==> src/rtl/stopwatch_counter.sv <==
// MM:SS stopwatch core: four BCD digits advanced by a one-second tick,
// with pause and per-digit saturating adjustment while paused.
module stopwatch_counter #(
    parameter logic [26:0] TICK_VALUE = 27'd0
) (
    input  logic        clk,
    input  logic        rst,
    input  logic [26:0] out1,
    input  logic        paused,
    input  logic [2:0]  adj_sel,
    input  logic [4:0]  adj_val,
    output logic [4:0]  min_l,
    output logic [4:0]  min_r,
    output logic [4:0]  sec_l,
    output logic [4:0]  sec_r
);

    typedef enum logic [2:0] {
        ADJ_NONE  = 3'd0,
        ADJ_MIN_L = 3'd1,
        ADJ_MIN_R = 3'd2,
        ADJ_SEC_L = 3'd3,
        ADJ_SEC_R = 3'd4
    } adj_sel_t;

    logic [3:0] min_l_q, min_r_q, sec_l_q, sec_r_q;
    logic       tick;

    assign tick = (out1 == TICK_VALUE);

    // Clamp a requested digit value to the digit's legal maximum.
    function automatic logic [3:0] sat(input logic [4:0] v, input logic [3:0] lim);
        return (v > {1'b0, lim}) ? lim : v[3:0];
    endfunction

    // NOTE: all digit state uses non-blocking assignments so the carry chain
    // reads the pre-edge values of every digit, like real flip-flops.
    always_ff @(posedge clk or posedge rst) begin
        if (rst) begin
            min_l_q <= 4'd0;
            min_r_q <= 4'd0;
            sec_l_q <= 4'd0;
            sec_r_q <= 4'd0;
        end else if (paused) begin
            // Paused: ticks are ignored; only the selected digit may change.
            case (adj_sel)
                ADJ_MIN_L: min_l_q <= sat(adj_val, 4'd9);
                ADJ_MIN_R: min_r_q <= sat(adj_val, 4'd9);
                ADJ_SEC_L: sec_l_q <= sat(adj_val, 4'd5);
                ADJ_SEC_R: sec_r_q <= sat(adj_val, 4'd9);
                default: ;
            endcase
        end else if (tick) begin
            if (sec_r_q == 4'd9) begin
                sec_r_q <= 4'd0;
                if (sec_l_q == 4'd5) begin
                    sec_l_q <= 4'd0;
                    if (min_r_q == 4'd9) begin
                        min_r_q <= 4'd0;
                        min_l_q <= (min_l_q == 4'd9) ? 4'd0 : min_l_q + 4'd1;
                    end else begin
                        min_r_q <= min_r_q + 4'd1;
                    end
                end else begin
                    sec_l_q <= sec_l_q + 4'd1;
                end
            end else begin
                sec_r_q <= sec_r_q + 4'd1;
            end
        end
    end

    assign min_l = {1'b0, min_l_q};
    assign min_r = {1'b0, min_r_q};
    assign sec_l = {1'b0, sec_l_q};
    assign sec_r = {1'b0, sec_r_q};

endmodule

==> config.mk <==
export PLATFORM = sky130hd
export DESIGN_NAME = stopwatch_counter
export DESIGN_NICKNAME = d
export VERILOG_FILES = /design/src/rtl/stopwatch_counter.sv
export SDC_FILE = /design/constraint.sdc
export NUM_CORES = 1
export LEC_CHECK = 0
export BUFFER_PORTS_ARGS = -buffer_cell sky130_fd_sc_hd__buf_2
export CORE_MARGIN = 10
export CORE_UTILIZATION = 45
export CTS_BUF_LIST = sky130_fd_sc_hd__clkbuf_4 sky130_fd_sc_hd__clkbuf_8
export DETAILED_ROUTE_END_ITERATION = 8
export GPL_TIMING_DRIVEN = 0
export PLACE_DENSITY_LB_ADDON = 0.15
export SYNTH_ARGS = -nofsm -noshare
export SYNTH_HDL_FRONTEND = slang
export SYNTH_SLANG_ARGS = --single-unit
==> constraint.sdc <==
create_clock -name clk -period 2.9 [get_ports clk]
set_clock_uncertainty 0.1 [all_clocks]
set_input_delay 0.435 -clock clk [delete_from_list [all_inputs] [get_ports clk]]
set_output_delay 0.435 -clock clk [all_outputs]
set_load 0.01 [all_outputs]
# == Word level (Yosys, flattened, before mapping) ==
# Cells that the tools add are included.
# totals
register_bits,16
in_bits,38
output_inout_bits,20
# op_classes
n_addsub,4
order_cmp,2
eq_ne,12
n_mux,24
n_reduce_logical,9
# op_table
op,count
two-way mux 4 bit,24
logical NOT 27 bit,1
adder 4 x 1 -> 4 bit (second input constant),4
== test 4 bit (second input constant),3
!= test 2 x 1 -> 1 bit (second input constant),4
nonzero test 2 bit,4
== test 3 x 2 -> 1 bit (second input constant),2
> comparator 5 x 3 -> 1 bit (second input constant),1
> comparator 5 x 4 -> 1 bit (second input constant),1
AND reduction 5 bit,1
== test 4 x 3 -> 1 bit (second input constant),1
AND reduction 4 bit,1
== test 3 x 1 -> 1 bit (second input constant),1
== test 3 bit (second input constant),1
AND reduction 3 bit,1
AND reduction 2 bit,1

# == Logic depth before layout (Yosys ltp) ==
# Gate-level depths: netlist (run 1).
# depth
word_depth,7
ltp_mapped,6
depth_no_buf,5

# == Worst setup path after synthesis (run 1) ==
# OpenSTA, ideal clock, no wires.
# synth_path
path_kind,register to register
from,register sec_r_q[2]
to,register min_l_q[3]
setup_time_ps,125
arrival_time_ps,1834
required_time_ps,2675
path_slack_ps,841
path_stages_with_launch,6
cell_sequence,dfrtp_1 -> and4bb_4 -> nand4b_4 -> o41ai_4 -> o21a_2 -> mux2_2
# synth_via
elab_chain_cells,3
# synth_rtl
element,line,text
"start, declared",26,"logic [3:0] min_l_q, min_r_q, sec_l_q, sec_r_q;"
"start signal, assigned",50,"ADJ_SEC_R: sec_r_q <= sat(adj_val, 4'd9);"
"start signal, assigned",68,sec_r_q <= sec_r_q + 4'd1;
== test 4 bit,54,if (sec_r_q == 4'd9) begin
nonzero test 2 bit (no line),--,
AND reduction 5 bit (no line),--,
"end signal, assigned",47,"ADJ_MIN_L: min_l_q <= sat(adj_val, 4'd9);"
"end signal, assigned",60,min_l_q <= (min_l_q == 4'd9) ? 4'd0 : min_l_q + 4'd1;
"end, declared",26,
# Every way passes these cells.
# A chain may end at the register's enable or synchronous reset.

# == Final worst setup path (run 1) ==
# layout_path
from,register sec_r_q[1]
to,register min_l_q[3]
# The elaborated chain is that of the path after synthesis.

==> out/results.txt, run 1 <==
In the routed design, unresolved DRC markers number 0. Total of warnings raised by yosys: 0. The peak supply drop was 0.442 mV.

The worst register-to-register path ends at min_l_q[3]. The root buffer cell chosen for the clock tree is sky130_fd_sc_hd__clkbuf_4. The tool flagged a number of max-cap violations equal to 0.

The number of different library cells used by synthesis comes to 55. For this run, the top clock speed supported by timing is 461 MHz. The minimum period implied by the final worst setup slack works out to 2.17 ns. The routed design has 3870 um of wire.

The max-slew violation count is 0, and the width of the die is 73.7 um. In this run the worst hold path is classified as in2async. Buffers added to address setup during post-CTS repair amount to 0. The longest clock path from root to sink contains 2 buffers. Counting flops and latches in the post-synthesis netlist gives 16. The core region is 2760 um2. Ranked by total cell area, the synthesized netlist is headed by sky130_fd_sc_hd__dfrtp_1 (31%), sky130_fd_sc_hd__nand2_1 (4.1%), sky130_fd_sc_hd__nor4_2 (3.9%), sky130_fd_sc_hd__o21ai_0 (3.9%), sky130_fd_sc_hd__a21oi_1 (3.5%). The tools report the boundary pin count as 58. The initial antenna violation count is 0, and the overall die height is 73.7 um. Of the post-synthesis cell area, the dominant cell type holds 30.9%. The run gives 0.000522 W as the total internal power. The mapped netlist covers 1300 um2. The half-perimeter wire length after placement came out at 3150 um. Net switching is 41.3% of the power.

The first global-routing pass estimated 6350 um of wire. The floorplan has 19 rows. Cells fill 59.1% of the core in the end. Using the TritonRoute via totals, the vias-per-cell ratio works out to 6.05.

Post-CTS repair changed the size of 0 cells. Setup repair after global routing left no endpoint under its margin. The measured slew at the worst slew-check pin was 0.950 ns; the sequential cell fraction of total power was 43.6%. For the number of global-route vias before repair, the log shows 1346.

Synthesis handed over a netlist of 145 instances. The tools report the initial DRC count as 103. Compared with the post-synthesis result, the final layout area differs by 25.7%. At the later pin of the worst-skew pair, clock insertion delay measures 0.28 ns. The minimum setup slack among reg-to-reg paths is 0.73 ns.

The worst setup path is of the reg2reg kind. The number of hold violations in the final report is 0. Share of the cycle needed by the critical path after routing: 74.8%. For the fraction of power consumed by the clock network, the log shows 12.9%. The total number of clock tree sinks was 16; the deepest level of the CTS H-tree was 1.

The origin of the worst setup path is sec_r_q[1]. The final routed wire length divided by cell count was 16.5 um. The run finished with clean final reports. Entering global routing, the biggest net connects 17 pins. Clock-pin slew was measured on the worst setup and hold paths at 0.09 ns.

The number of optimization iterations in the first detailed-route pass was 4. STA classifies the critical path endpoint as a flip-flop. At the worst endpoint, the required time is 2.98 ns. At the end of routability-driven placement, the weighted congestion stood at 0.902. Mean instance size in the synthesized netlist: 8.94 um2. The number of inserted diodes is 0. The worst register-to-register path has a depth of 5. The final route contains 1415 vias. The detail route stage leaves a number of antenna-violating nets equal to 0. For the number of hold buffers added after CTS, the log shows 0.

The area enclosed by the die boundary is 5430 um2, and the number of synthesized flops with an enable pin is 0. Summed over all instances, the cell type with the most area after synthesis is sky130_fd_sc_hd__dfrtp_1. The run gives 0 as the global route total overflow. The run gives 3 as the number of buffers created by CTS. At the end of the flow, the number of nets in the layout was 243.

The tools report the part of the power in combinational logic as 43.5%. Across every metal layer, demand over resource in global routing totals 14.2%. The logs give 47.0% for the initial standard-cell utilization of the core and 30.9% for the register area share after synthesis. Setup violations remaining at the end of the flow were counted as 0. The start of the worst register-to-register path was sec_r_q[1]. For this design the total switching power over the nets is 0.000367 W. TritonCTS built the clock tree. Sum of negative setup slack: 0 ns. The commonest register cell after synthesis is sky130_fd_sc_hd__dfrtp_1.

The share of synthesized flip-flops with an asynchronous set or reset was 100%; the signal arrival time at the worst endpoint was 2.25 ns. The count of input and output buffers came out at 52. Power spread over the standard cell area amounts to 546 nW/um2. For this design the static power due to leakage is 0.813 nW.

STA classifies the critical path startpoint as a flip-flop. Cells with a size suffix above 1 make up 37.9% of the layout. In this run the worst path has a maximum fanout of 8.

The run gives 0.114 ns as the final worst hold slack. Headroom to the max-slew limit came out at 36.2%.
==> kinds of logic (layout without fill, tap and decap cells) <==
| group | after synthesis | count (layout) | share of synthesized area [%] |
|---|---|---|---|
| mux | 7 | 7 | 5.98 |
| flops | 16 | 16 | 30.9 |
| simple gates | 60 | 60 | 30.2 |
| compound gates | 46 | 46 | 27.0 |
| buf+inv | 15 | 70 | 5.60 |
| other cells | 1 | 4 | 0.289 |
==> synthesized netlist by cell type, drive strengths merged, types with 2 or more instances <==
library cell	number
nor2b	3
nand3	7
o41ai	2
o21ai	10
and3	2
buf	6
o31ai	2
nand4b	2
a21oi	9
dfrtp	16
nor3b	2
nor3	4
a221oi	4
inv	8
nor2	10
mux2	6
nand2b	3
nand2	14
o21a	2
o22ai	2
nor4	7
==> metrics by stage <==
stage                     worst slack [ns]  power, W  cell area, um2  instances
after floorplan                      0.841  0.000629            1310        148
after global placement               0.580  0.000768            1610        231
after detailed placement             0.544  0.000783            1610        231
after CTS                            0.740  0.000899            1630        234
after global routing                 0.643  0.000963            1630        234
final                                0.732  0.000889            1630        234
==> layer usage <==
metal / vias up / routed length (um) / share of wire [%] / GRT usage (%)
met4: 0 / 29 / 0.75 / 5.38
met2: 90 / 1720 / 44 / 22.6
met1: 648 / 1560 / 40 / 16.5
met3: 4 / 559 / 14 / 5.92
li1: 673 / - / - / -
met5: - / 0 / 0 / 0
==> power by group through the flow <==
stage	logic (W)	registers [W]	clock network [W]
2_1_floorplan	0.000226	0.000404	0
3_3_place_gp	0.000383	0.000385	0
3_5_place_dp	0.000392	0.000391	0
4_1_cts	0.000393	0.000387	0.000120
5_1_grt	0.000432	0.000402	0.000129
6_report	0.000386	0.000387	0.000115
==> critical path, cell delays in order, from the launching register on <==
cell	delay [ns]
sky130_fd_sc_hd__dfrtp_1	0.47
sky130_fd_sc_hd__and4bb_4	0.39
sky130_fd_sc_hd__nand4b_4	0.13
sky130_fd_sc_hd__o41ai_4	0.40
sky130_fd_sc_hd__o21a_2	0.24
sky130_fd_sc_hd__mux2_2	0.33
==> cells in the final DEF (no fill, tap or decap), drive strengths merged, types with 2 or more instances in the layout <==
cell type  instances
nor3               4
nor2              10
nand2             14
o21ai             10
nand3              7
a21oi              9
a221oi             4
inv                8
buf               58
conb               4
dfrtp             16
nor3b              2
mux2               6
nor4               7
o21a               2
o31ai              2
nand2b             3
o22ai              2
nand4b             2
o41ai              2
and3               2
clkbuf             4
nor2b              3
==> how the worst max path moves through the flow <==
stage / to / slack, ns
3_5_place_dp: sec_l_q[3] / 0.54
3_3_place_gp: sec_l_q[3] / 0.58
6_report: min_l_q[3] / 0.73
5_1_grt: min_l_q[0] / 0.64
4_1_cts: min_l_q[0] / 0.74
2_1_floorplan: min_l_q[3] / 0.84
==> sequential cells by signal (all words and copies together), names as in the netlist <==
register and cells:
min_l_q 4, min_r_q 4, sec_l_q 4, sec_r_q 4
==> cell type report <==
class / count / area, um2
Buffer: 7 / 42.5
Clock buffer: 3 / 22.5
Fill cell: 249 / 1130
Inverter: 8 / 30.0
Multi-Input combinational cell: 117 / 835
Sequential cell: 16 / 400
Tap cell: 31 / 38.8
Timing Repair Buffer: 52 / 260
No activity file was read; power rests on OpenSTA's default activity.
==> inputs of run 2 (changes only) <==
Settings changed: CORE_UTILIZATION 45 to 44.
Clock period 2.9 ns to 1.8 ns, I/O delays scaled along.
==> run 2 against run 1 <==
- combinational power is 91% higher
- die area rose by 1.6%
- final area is 12% higher
- largest cell class unchanged
- the flow now finishes with violations (negative setup slack)
- power is 81% higher
- via count increased by 7.2%
- worst setup slack lost 0.85 ns
- first-iteration DRC count increased by 21%
- non-clock buffer count grew 10
- sequential power grew 61%
- critical endpoint is now min_l_q[0]
==> out/results.txt, run 2 (synthesis gave the netlist of run 1 again) <==
The run gives 926 um2 (+11%) as the area of the multi-input gates. First-pass GRT wire length: 6690 um (+5.4%). The final routed wire length divided by cell count is 18.0 um (+9.2%), and the delay contributed by the slowest stage of the critical path is 0.40 ns (-0.07 ns). The final worst hold slack is 0.254 ns (+0.140 ns). The share of the core filled with cells was 65.7% (+6.6 points). STA classifies the critical path endpoint as a flip-flop.

The setup path with the least slack is of type reg2reg. The share of the cycle needed by the critical path after routing came out at 106% (+32 points). From synthesis to final layout, the design area changed by 40.9%. The remaining routing DRC violations is 0 (unchanged), and the total power after layout is 0.00160 W (+81%). The number of inserted diodes is 0 (unchanged), and the boundary pin count is 58 (unchanged). TritonCTS built the clock tree. The checks that failed: negative setup slack. The tools report the peak supply drop as 0.711 mV (+61%).

The run gives 1517 (+7.2%) as the total via count in the routed design. Traced cell by cell, the critical path runs through and4bb_4 > nand4b_4 > o41ai_4 > o21a_2 > mux2_4. The highest clock rate came out at 522 MHz (+13%). The final antenna-violating net count came out at 0 (unchanged). The tightest slew margin relative to the limit was 56.0% (+20 points); the depth of the worst hold-timing path was 3.

Share of cells above drive strength 1: 45.8% (+7.9 points). The logs give 4 (unchanged) for the number of optimization iterations in the first detailed-route pass and 0 (unchanged) for the max-slew violation count. The tools report the number of fillers in the final layout as 224 (-10%). The logs give 1.88 ns (-1.10 ns) for the data required time of the critical path and 0 (unchanged) for the global route total overflow. Average via count per standard cell: 6.19 (+2.4%). The run gives 125 (+21%) as the initial DRC count.

The minimum period implied by the final worst setup slack works out to 1.92 ns (-0.252 ns). The overall die height was 74.3 um (+0.82%); the pin count of the biggest net entering global routing was 17 (unchanged). The cell area power density came out at 878 nW/um2 (+61%). For the deepest level of the CTS H-tree, the log shows 1 (unchanged). The final weighted congestion in routability-driven placement is 0.894 (-0.89%), and the initial standard-cell utilization of the core is 46.6% (-0.40 points). The number of nets in the final layout is 253 (+4.1%). Type of the worst min-delay path: in2reg. The total number of clock tree sinks is 16 (unchanged), and the insertion delay to the later sink of the worst-skew pair is 0.28 ns (about the same). The tools report the setup slack of the critical path after layout as -0.116 ns (-0.848 ns). The maximum fanout along the worst path came out at 3 (-5). The run gives 0 (unchanged) as the max-capacitance violation count. The most common cell after layout, fill and taps aside was sky130_fd_sc_hd__buf_2. The run finished, with violations left. The clock-pin slew reported for the worst setup and hold paths after clock tree synthesis is 0.10 ns (about the same). The core box area is 2780 um2 (+0.86%). The half-perimeter wire length after placement was 3240 um (+3.0%). The number of global-route vias before repair is 1455 (+8.1%).

The number of failing setup endpoints in the final timing report is 7 (+7), and the depth of the worst register-to-register path is 5 (unchanged). The tools report the clock root buffer as sky130_fd_sc_hd__clkbuf_4. STA classifies the critical path startpoint as a flip-flop. The initial antenna violation count was 0 (unchanged); the measured slew at the worst slew-check pin was 0.659 ns (-0.291 ns).

The sequential cell area was 403 um2 (+0.62%); the maximum clock path buffer count was 2 (unchanged). The standard cell with the maximum stage delay on the critical path is sky130_fd_sc_hd__dfrtp_1. The post-detailed-routing wire length was 4420 um (+14%); the count of input and output buffers was 52 (unchanged). The library cells used most frequently in the layout, excluding fill and tap cells, are sky130_fd_sc_hd__buf_2 (51), sky130_fd_sc_hd__dfrtp_1 (14), sky130_fd_sc_hd__nand2_1 (13), sky130_fd_sc_hd__buf_4 (13), sky130_fd_sc_hd__nor2_1 (10).

The number of buffers created by CTS is 3 (unchanged). The tools report the cell row count as 19 (unchanged). Setup repair after global routing could not meet its margin everywhere. Area enclosed by the die boundary: 5520 um2 (+1.6%). The sum of negative setup slack came out at -0.319 ns (-0.319 ns). For the overall global routing resource usage, the log shows 14.7% (+0.52 points).

The width of the die was 74.3 um (+0.82%); the signal arrival time at the worst endpoint was 2.00 ns (-0.25 ns). The logs give 0.921 nW (+13%) for the leakage component of the power and 0 (unchanged) for the number of hold violations in the final report.
run 2: cell count changes in the layout (fill, tap and decap cells not counted), sizes merged:
| cell | delta |
|---|---|
| buf | +9 |
| clkbuf | +1 |
| dlygate4sd3 | +1 |
run 2: worst paths after layout:
check,from,to,slack [ns]
max,sec_r_q[2],min_l_q[0],-0.12
min,adj_val[1],sec_r_q[1],0.25
max reg2reg,sec_r_q[2],min_l_q[0],-0.12
min reg2reg,sec_r_q[3],sec_r_q[3],0.50
max in group asynchronous,rst,sec_r_q[0],0.64
min in group asynchronous,rst,sec_r_q[1],0.50
run 2: what timing repair did:
item | 4_1_cts | 5_1_grt
pin swaps | 1 | 6
setup buffers | 5 | 4
hold endpoints to repair | 16 | 0
gates resized for setup | 3 | 14
endpoints found under the setup margin | 7 | 8
hold buffers | 1 | 0
run 2: metrics by stage:
stage / instances / setup slack [ns] / instance area, um2
after floorplan: 148 / -0.131 / 1330
after global placement: 231 / -0.354 / 1620
after detailed placement: 231 / -0.401 / 1620
after CTS: 241 / -0.0792 / 1720
after global routing: 245 / -0.159 / 1830
final: 245 / -0.116 / 1830
run 2: worst max-delay path: cells and delay by family, from the launching register on:
kind,cells,cell delay [ns]
compound gates,2,0.50
flops,1,0.40
mux,1,0.31
simple gates,2,0.50
run 2: report_power, final:
group	total, W	internal [W]	switching (W)	leakage [nW]
clock network	0.000243	0.000123	0.000120	0.0210
logic	0.000738	0.000369	0.000369	0.703
registers	0.000624	0.000461	0.000163	0.197
total	0.00160	0.000953	0.000651	0.921
run 2: layer usage:
| layer | GRT usage (%) | vias up | routed length [um] |
|---|---|---|---|
| met3 | 5.45 | 14 | 559 |
| met4 | 3.66 | 0 | 61 |
| met1 | 17.9 | 704 | 1790 |
| li1 | - | 693 | - |
| met5 | 0 | - | 0 |
| met2 | 24.1 | 106 | 2010 |
run 2: cell type report:
type / instances / share of cell area (%)
Multi-Input combinational cell: 117 / 50.7
Sequential cell: 16 / 22.1
Timing Repair Buffer: 62 / 19.2
Buffer: 7 / 2.33
Tap cell: 31 / 2.12
Clock buffer: 4 / 1.99
Inverter: 8 / 1.64
